===== src/rtl/matriz_pkg.sv =====
// Shared definitions for the matrix coprocessor: instruction field
// positions, field widths, opcode encoding and default geometry.
package matriz_pkg;

    // Instruction word width
    localparam int INSTR_W = 32;

    // Field bit positions inside the instruction word (LSB-packed)
    localparam int RSV_HI_MSB = 31;
    localparam int RSV_HI_LSB = 30;
    localparam int OPC_MSB    = 29;
    localparam int OPC_LSB    = 26;
    localparam int LIN_MSB    = 25;
    localparam int LIN_LSB    = 23;
    localparam int COL_MSB    = 22;
    localparam int COL_LSB    = 20;
    localparam int DADO_MSB   = 19;
    localparam int DADO_LSB   = 4;
    localparam int ID_MSB     = 3;
    localparam int ID_LSB     = 2;
    localparam int RSV_LO_MSB = 1;
    localparam int RSV_LO_LSB = 0;

    // Field widths
    localparam int OPC_W  = OPC_MSB  - OPC_LSB  + 1;
    localparam int LIN_W  = LIN_MSB  - LIN_LSB  + 1;
    localparam int COL_W  = COL_MSB  - COL_LSB  + 1;
    localparam int DADO_W = DADO_MSB - DADO_LSB + 1;
    localparam int ID_W   = ID_MSB   - ID_LSB   + 1;

    // Default matrix geometry and highest legal opcode
    localparam int unsigned      MATRIX_DIM_DEF = 5;
    localparam logic [OPC_W-1:0] OPCODE_MAX_DEF = 4'd7;

    // Legal opcode encodings; anything above OP_7 is malformed
    typedef enum logic [OPC_W-1:0] {
        OP_0 = 4'd0,
        OP_1 = 4'd1,
        OP_2 = 4'd2,
        OP_3 = 4'd3,
        OP_4 = 4'd4,
        OP_5 = 4'd5,
        OP_6 = 4'd6,
        OP_7 = 4'd7
    } opcode_t;

    // Decoded field bundle carried through the output register
    typedef struct packed {
        logic [OPC_W-1:0]  opcode;
        logic [LIN_W-1:0]  linha;
        logic [COL_W-1:0]  coluna;
        logic [DADO_W-1:0] dado;
        logic [ID_W-1:0]   id_matriz;
    } campos_t;

endpackage


===== src/rtl/instr_fields_split.sv =====
// Combinational slicing of an instruction word into its fields plus the
// malformed-instruction check. Fields are passed through verbatim even
// when the word is malformed; the consumer decides what to drop.
module instr_fields_split
    import matriz_pkg::*;
#(
    parameter int unsigned      MATRIX_DIM = MATRIX_DIM_DEF,
    parameter logic [OPC_W-1:0] OPCODE_MAX = OPCODE_MAX_DEF
) (
    input  logic [INSTR_W-1:0] instrucao_i,
    output logic [OPC_W-1:0]   opcode_o,
    output logic [LIN_W-1:0]   linha_o,
    output logic [COL_W-1:0]   coluna_o,
    output logic [DADO_W-1:0]  dado_o,
    output logic [ID_W-1:0]    id_matriz_o,
    output logic               erro_o
);

    logic opc_ruim;
    logic lin_ruim;
    logic col_ruim;
    logic rsv_ruim;

    assign opcode_o    = instrucao_i[OPC_MSB:OPC_LSB];
    assign linha_o     = instrucao_i[LIN_MSB:LIN_LSB];
    assign coluna_o    = instrucao_i[COL_MSB:COL_LSB];
    assign dado_o      = instrucao_i[DADO_MSB:DADO_LSB];
    assign id_matriz_o = instrucao_i[ID_MSB:ID_LSB];

    // Index checks are unsigned and zero-extended to the 32-bit geometry parameter
    assign opc_ruim = (opcode_o > OPCODE_MAX);
    assign lin_ruim = ({{(32-LIN_W){1'b0}}, linha_o}  >= MATRIX_DIM);
    assign col_ruim = ({{(32-COL_W){1'b0}}, coluna_o} >= MATRIX_DIM);
    assign rsv_ruim = (|instrucao_i[RSV_HI_MSB:RSV_HI_LSB]) |
                      (|instrucao_i[RSV_LO_MSB:RSV_LO_LSB]);

    assign erro_o = opc_ruim | lin_ruim | col_ruim | rsv_ruim;

endmodule


===== src/rtl/decodificador_instrucao.sv =====
// Registered instruction decoder: one cycle from a valid instruction word
// to its decoded fields, error flag and a one-cycle out_valid pulse.
// Fields and erro hold their last decode while no instruction arrives.
module decodificador_instrucao
    import matriz_pkg::*;
#(
    parameter int unsigned      MATRIX_DIM = MATRIX_DIM_DEF,
    parameter logic [OPC_W-1:0] OPCODE_MAX = OPCODE_MAX_DEF
) (
    input  logic               clk,
    input  logic               rst,
    input  logic               instr_valid,
    input  logic [INSTR_W-1:0] instrucao,
    output logic [OPC_W-1:0]   opcode,
    output logic [LIN_W-1:0]   linha,
    output logic [COL_W-1:0]   coluna,
    output logic [DADO_W-1:0]  dado,
    output logic [ID_W-1:0]    id_matriz,
    output logic               out_valid,
    output logic               erro
);

    campos_t split_campos;
    logic    split_erro;

    campos_t campos_d, campos_q;
    logic    erro_d, erro_q;
    logic    out_valid_d, out_valid_q;

    instr_fields_split #(
        .MATRIX_DIM (MATRIX_DIM),
        .OPCODE_MAX (OPCODE_MAX)
    ) u_split (
        .instrucao_i (instrucao),
        .opcode_o    (split_campos.opcode),
        .linha_o     (split_campos.linha),
        .coluna_o    (split_campos.coluna),
        .dado_o      (split_campos.dado),
        .id_matriz_o (split_campos.id_matriz),
        .erro_o      (split_erro)
    );

    // Next state: capture a new decode on instr_valid, otherwise hold
    always_comb begin
        // NOTE: every signal gets a hold/default value first so no latch is inferred.
        campos_d    = campos_q;
        erro_d      = erro_q;
        out_valid_d = instr_valid;
        if (instr_valid) begin
            campos_d = split_campos;
            erro_d   = split_erro;
        end
    end

    // Output register with synchronous reset taking priority over a new decode
    always_ff @(posedge clk) begin
        // NOTE: non-blocking assignments keep register updates order-independent.
        if (rst) begin
            campos_q    <= '0;
            erro_q      <= 1'b0;
            out_valid_q <= 1'b0;
        end else begin
            campos_q    <= campos_d;
            erro_q      <= erro_d;
            out_valid_q <= out_valid_d;
        end
    end

    assign opcode    = campos_q.opcode;
    assign linha     = campos_q.linha;
    assign coluna    = campos_q.coluna;
    assign dado      = campos_q.dado;
    assign id_matriz = campos_q.id_matriz;
    assign erro      = erro_q;
    assign out_valid = out_valid_q;

endmodule


===== config.mk =====
export PLATFORM = sky130hd
export DESIGN_NAME = decodificador_instrucao
export DESIGN_NICKNAME = d
export VERILOG_FILES = /design/src/rtl/matriz_pkg.sv /design/src/rtl/instr_fields_split.sv /design/src/rtl/decodificador_instrucao.sv
export SDC_FILE = /design/constraint.sdc
export NUM_CORES = 1
export LEC_CHECK = 0
export CAP_MARGIN = 0
export CORE_ASPECT_RATIO = 0.9
export CORE_UTILIZATION = 37
export DETAILED_ROUTE_END_ITERATION = 10
export PLACE_DENSITY = 0.79
export SETUP_SLACK_MARGIN = 0.5
export SYNTH_ARGS = -nofsm -noshare
export SYNTH_HDL_FRONTEND = slang
export SYNTH_SLANG_ARGS = --single-unit

===== constraint.sdc =====
create_clock -name clk -period 0.9 [get_ports clk]
set_input_delay 0.09 -clock clk [delete_from_list [all_inputs] [get_ports clk]]
set_output_delay 0.09 -clock clk [all_outputs]
set_load 0.02 [all_outputs]

==> results of run 1 <==
==> kinds of logic (layout without fill, tap and decap cells) <==
kind of cell / count (synthesis) / after routing / synth area share
AO/OA/AOI/OAI: 3 / 3 / 0.0201
buffers and inverters: 7 / 79 / 0.0738
AND/OR/NAND/NOR: 33 / 33 / 0.119
flip-flops: 30 / 30 / 0.537
multiplexers: 28 / 28 / 0.251
==> stage by stage <==
step / std cells / TNS, ps / area [um2]
after floorplan: 101 / 0 / 1230
after global placement: 204 / -5310 / 1920
after detailed placement: 204 / -5620 / 1920
after CTS: 212 / -83.2 / 2020
after global routing: 213 / -694 / 2030
final: 213 / 0 / 2030
==> layer usage <==
metal	wire length [um]	vias to the layer above	GRT usage	part of all wire
met5	0	-	0	0
met4	42	0	0.0698	0.014
met3	232	6	0.0865	0.078
met2	1540	36	0.357	0.52
met1	1160	445	0.209	0.39
li1	-	482	-	-
==> sequential cells by signal (all words and copies together) (netlist names) <==
signal / cells
id_matriz: 2
out_valid: 1
dado: 16
erro: 1
linha: 3
coluna: 3
opcode: 4
==> cells in the final DEF, fill, tap and decap left out, drive strengths merged <==
| cell type | count |
|---|---|
| buf | 39 |
| a211oi | 1 |
| dfxtp | 30 |
| o21ai | 2 |
| clkdlybuf4s50 | 21 |
| nor2 | 30 |
| and4 | 1 |
| clkbuf | 7 |
| bufbuf | 1 |
| mux2i | 28 |
| nor2b | 1 |
| dlygate4sd2 | 11 |
| nor3 | 1 |
==> how the worst max path moves through the flow <==
stage | from | to | slack (ps) | cells past startpoint
after global routing | id_matriz[0] | id_matriz[0] | -30 | 1
after floorplan | instr_valid | dado[0] | 240 | 4
final | opcode[3] | opcode[3] | 1 | 1
after detailed placement | instrucao[20] | erro | -300 | 4
after CTS | coluna[1] | coluna[1] | -10 | 1
after global placement | instrucao[20] | erro | -290 | 4
==> where the power goes <==
group	internal (mW)	switching, mW	leakage [nW]
combinational	0.386	0.269	0.630
sequential	1.37	0.0554	0.267
clock	0.294	0.434	0.0254
==> final cells by class <==
class | count | area, um2
repair buffers | 72 | 781
fillers | 217 | 785
flip-flops and latches | 30 | 713
well taps | 40 | 50.0
clock buffers | 7 | 45.0
multi-input cells | 64 | 442
==> repair_timing <==
| action | 4_1_cts | 5_1_grt |
|---|---|---|
| gates cloned | 1 | 0 |
| gates resized for setup | 198 | 1 |
| pin swaps | 3 | 8 |
| endpoints found under the hold margin | 0 | 0 |
| setup buffers | 0 | 1 |
| endpoints found under the setup margin | 60 | 59 |
==> flow_summary_export.csv, run 1 <==
group,metric,value,unit
run_status,status,"finished clean",
drt,ant_nets,0,
cts,htree_levels,2,
drt,wl_per_cell,13.9,um
worst_setup_path,worstSetupPathType,"reg -> out",
logic_synthesis,yosys-top-cells-count,"dfxtp_1 (30), nor2_1 (30), mux2i_1 (28), buf_12 (3), clkbuf_1 (3)",
timing,slew_viol_final,0,
logic_synthesis,synth_top_area_share,0.537,
timing,max_freq,1110,MHz
floorplan,rows,18,
timing,finalCritPeriodShare,0.999,
logic_synthesis,netlist_area,1120,um2
worst_setup_path,path_buf_inv,1,
timing,worst_slew_pin_slew,150,ps
cts,cts-root-buf,"clkbuf_4",
global_routing,grt_max_degree,22,
finish,nets,208,
floorplan,start_util,0.397,
timing,finalClockSkew,0,ps
logic_synthesis,yosysTopAreaCell,"dfxtp_1",
cts,clk_path_buf_depth,2,
drt,drc,0,
global_routing,grt_pass1_wl,4460,um
worst_setup_path,rrSetupSlack,130,ps
global_routing,grt_overflow,0,
worst_setup_path,crit_chain,"buf_6",
cts,clkLatencyLatePin,320,ps
place,routabilityCongestion,0.708,
logic_synthesis,synth_edf_count,0,
worst_setup_path,ff2ff_path_depth,3,
worst_setup_path,cpPeakStageDelay,360,ps
power,cellLeakagePower,0.923,nW
finish,post-route-util,0.721,
logic_synthesis,ys_warn_count,0,
worst_setup_path,arrival,810,ps
floorplan,ioPinCount,65,
place,dp_hpwl,2160,um
drt,drt-initial-drc-count,26,
finish,drive_gt1_frac,0.451,
power,power,2.81,mW
power,ir_drop,1.11,mV
worst_setup_path,crit_path_max_fanout,2,
drt,dr_total_vias,969,
cts,cts_sinks,30,
min_path,holdPathStages,3,
worst_setup_path,path_delay_family,"flip-flops",
run,cap_violations,0,
logic_synthesis,seq_area_frac_synth,0.537,
logic_synthesis,ys_types,11,
timing,holdWs,103,ps
finish,n_antenna_cell,0,
logic_synthesis,syn_nets,136,
cts,clk_pin_slew_worst_paths,90,ps
worst_setup_path,timing.rr.end,"opcode[3]",
place,port_buffers,64,
cts,hold_buffers,0,
timing,maxSlewHeadroom,0.897,
worst_setup_path,endpoint_kind,"primary output",
min_path,min_to,"dado[8]",
worst_setup_path,slowest_stage,"dfxtp_4",
logic_synthesis,synthFlopType,"dfxtp_1",
timing,rsz0062_at_grt,"true",
place,place_ws,-296,ps
logic_synthesis,synth_seq_cells,30,
cts,cts-buffers-inserted,5,
worst_setup_path,r2r_start,"opcode[3]",
global_routing,track_usage,0.199,
timing,finalCriticalPeriod,899,ps
logic_synthesis,synthCells,101,
min_path,hold_path.class,"in -> reg",
floorplan,core_area,2820,um2
global_routing,grt_pass1_vias,985,
worst_setup_path,cp.required,810,ps
cts,tritoncts,"built",
timing,setup_viol,0,
logic_synthesis,synthTopCellsByArea,"dfxtp_1 (54%), mux2i_1 (25%), nor2_1 (10%), buf_12 (5.4%), a211oi_2 (1.1%)",
floorplan,dieArea,3250,um2
drt,firstDrtPassIters,4,
floorplan,chipWidth,60.0,um
power,powerDensity,1380,nW/um2
min_path,min_from,"rst",
logic_synthesis,avgSynthCellArea,11.1,um2
drt,post_drt_via_cell_ratio,4.55,
floorplan,die_h,54.2,um
finish,area_growth,81.5,%
drt,drt-total-wl,2970,um
timing,finalHoldViolCount,0,
worst_setup_path,start_kind,"flop",
logic_synthesis,synthArstFlopShare,0,
global_routing,antenna_found_initial,0,
timing,fin_ws,1.24,ps
No activity file was read; power rests on OpenSTA's default activity.
==> inputs of run 2 (changes only) <==
CTS_CLUSTER_SIZE = 30   (was not set)
==> results of run 2 <==
The final DEF is identical to that of run 1; final timing and power are the same.
==> inputs of run 3 (changes only) <==
==> constraint.sdc (replaced) <==
create_clock -name clk -period 0.9 [get_ports clk]
set_input_delay 0.27 -clock clk [delete_from_list [all_inputs] [get_ports clk]]
set_output_delay 0.27 -clock clk [all_outputs]
set_load 0.02 [all_outputs]
==> run 3 against run 2 <==
  * The run now ends with negative setup slack left
  * Via count increased by 0.72%
  * Non-clock buffer count increased by 1
  * Total power increased by 0.22%
  * Critical path depth unchanged
  * Cell area increased by 3.8%
  * Fmax decreased by 16%
  * Utilization increased by 2.7 points
  * Worst setup slack got worse by 170 ps
  * Critical path type unchanged
==> flow_summary_export.csv, run 3 (synthesis results as in run 1) <==
group,metric,value,unit
drt,wl_per_cell,14.5,um
worst_setup_path,cp.required,630,ps
worst_setup_path,crit_end,"dado[6]",
timing,slew_viol_final,0,
finish,fillers,204,
worst_setup_path,cpPeakStageDelay,360,ps
worst_setup_path,worstSetupPathType,"reg -> out",
floorplan,die_h,54.2,um
place,place_area,1910,um2
drt,firstDrtPassIters,3,
finish,drive_gt1_frac,0.497,
global_routing,track_usage,0.211,
drt,drc,0,
run_status,status,"complete, but fails checks",
power,ir_drop,1.11,mV
timing,rsz0062_at_grt,"true",
floorplan,chipWidth,60.0,um
cts,cts_sinks,30,
worst_setup_path,start_kind,"flop",
timing,finalCriticalPeriod,1070,ps
cts,cts-root-buf,"clkbuf_4",
finish,fin_area,2110,um2
run_status,violations,"negative setup slack",
cts,htree_levels,2,
place,port_buffers,64,
power,cellLeakagePower,0.958,nW
finish,largest_reg_flops,16,
global_routing,grt_overflow,0,
worst_setup_path,timing.rr.end,"dado[6]",
place,routabilityCongestion,0.696,
place,dp_hpwl,2040,um
min_path,hold_path.class,"in -> reg",
floorplan,rows,18,
finish,area_growth,88.4,%
timing,fin_ws,-169,ps
timing,tns,-4820,ps
cts,hold_buffers,0,
power,powerDensity,1340,nW/um2
finish,nets,209,
worst_setup_path,arrival,800,ps
floorplan,ioPinCount,65,
worst_setup_path,cp-startpoint,"dado[6]",
cts,cts-buffers-inserted,5,
finish,layout_common_cells,"buf_6 (32), dfxtp_4 (30), nor2_1 (28)",
worst_setup_path,r2r_start,"dado[6]",
cts,tritoncts,"built",
drt,drt-initial-drc-count,9,
place,dp.cells,202,
drt,ant_nets,0,
timing,maxSlewHeadroom,0.887,
floorplan,dieArea,3250,um2
worst_setup_path,crit_chain,"buf_6",
timing,finalClockSkew,0,ps
min_path,min_from,"instrucao[21]",
global_routing,antenna_found_initial,0,
worst_setup_path,ff2ff_path_depth,3,
cts,clkLatencyLatePin,320,ps
timing,setup_viol,30,
run,cap_violations,0,
global_routing,grt_pass1_wl,4670,um
power,power,2.82,mW
cts,clk_path_buf_depth,2,
worst_setup_path,path_buf_inv,1,
cts,clk_pin_slew_worst_paths,80,ps
worst_setup_path,rrSetupSlack,90,ps
timing,max_freq,936,MHz
finish,mostFrequentLayoutCell,"buf_6",
worst_setup_path,path_delay_family,"flip-flops",
finish,instances_no_fill,215,
floorplan,core_area,2820,um2
drt,drt-total-wl,3130,um
finish,n_antenna_cell,0,
timing,finalCritPeriodShare,1.19,
timing,worst_slew_pin_slew,167,ps
worst_setup_path,crit_cells,1,
drt,dr_total_vias,976,
worst_setup_path,slowest_stage,"dfxtp_4",
global_routing,grt_pass1_vias,987,
worst_setup_path,endpoint_kind,"primary output",
floorplan,start_util,0.397,
place,place_ws,-417,ps
global_routing,grt_max_degree,16,
timing,finalHoldViolCount,0,
worst_setup_path,crit_path_max_fanout,2,
drt,post_drt_via_cell_ratio,4.54,
run 3: worst min path at each step:
stage                            to  cells after the start
after floorplan           coluna[0]                      2
after global placement     dado[10]                      2
after detailed placement    dado[0]                      2
after CTS                 coluna[1]                      3
after global routing        dado[2]                      3
final                     coluna[1]                      3
run 3: through the flow:
step	utilization	hold WS, ps
2_1_floorplan	-	416
6_report	0.748	229
3_3_place_gp	0.677	476
4_1_cts	0.736	219
5_1_grt	0.748	226
3_5_place_dp	0.677	484
run 3: worst reg2reg max path: stages, from the launching register on:
cell and delay (ps):
dfxtp_4 360, buf_6 110, mux2i_2 160, nor2_1 80
run 3: layout make-up:
| type | instances | area, um2 | area share |
|---|---|---|---|
| timing repair buffer | 73 | 837 | 0.397 |
| sequential | 30 | 713 | 0.338 |
| multi-input combinational | 64 | 458 | 0.217 |
| tap | 40 | 50.0 | 0.0238 |
| clock buffer | 5 | 37.5 | 0.0178 |
| clock inverter | 3 | 11.3 | 0.00534 |
run 3: per-layer routing:
layer	GRT usage	vias to the layer above	wire length [um]
met3	0.0913	6	170
met2	0.374	30	1640
met4	0.0581	0	40
li1	-	487	-
met1	0.231	453	1270
met5	0	-	0
run 3: where the power goes:
group / switching, mW / internal, mW / total [mW]
clock network: 0.415 / 0.277 / 0.692
logic: 0.289 / 0.407 / 0.696
registers: 0.0557 / 1.37 / 1.43
run 3: repair_timing:
item | in CTS | in global routing
hold endpoints to repair | 0 | 0
endpoints found under the setup margin | 60 | 59
buffers inserted | 0 | 2
pin swaps | 10 | 11
gates cloned | 3 | 0
resized for setup | 235 | 5
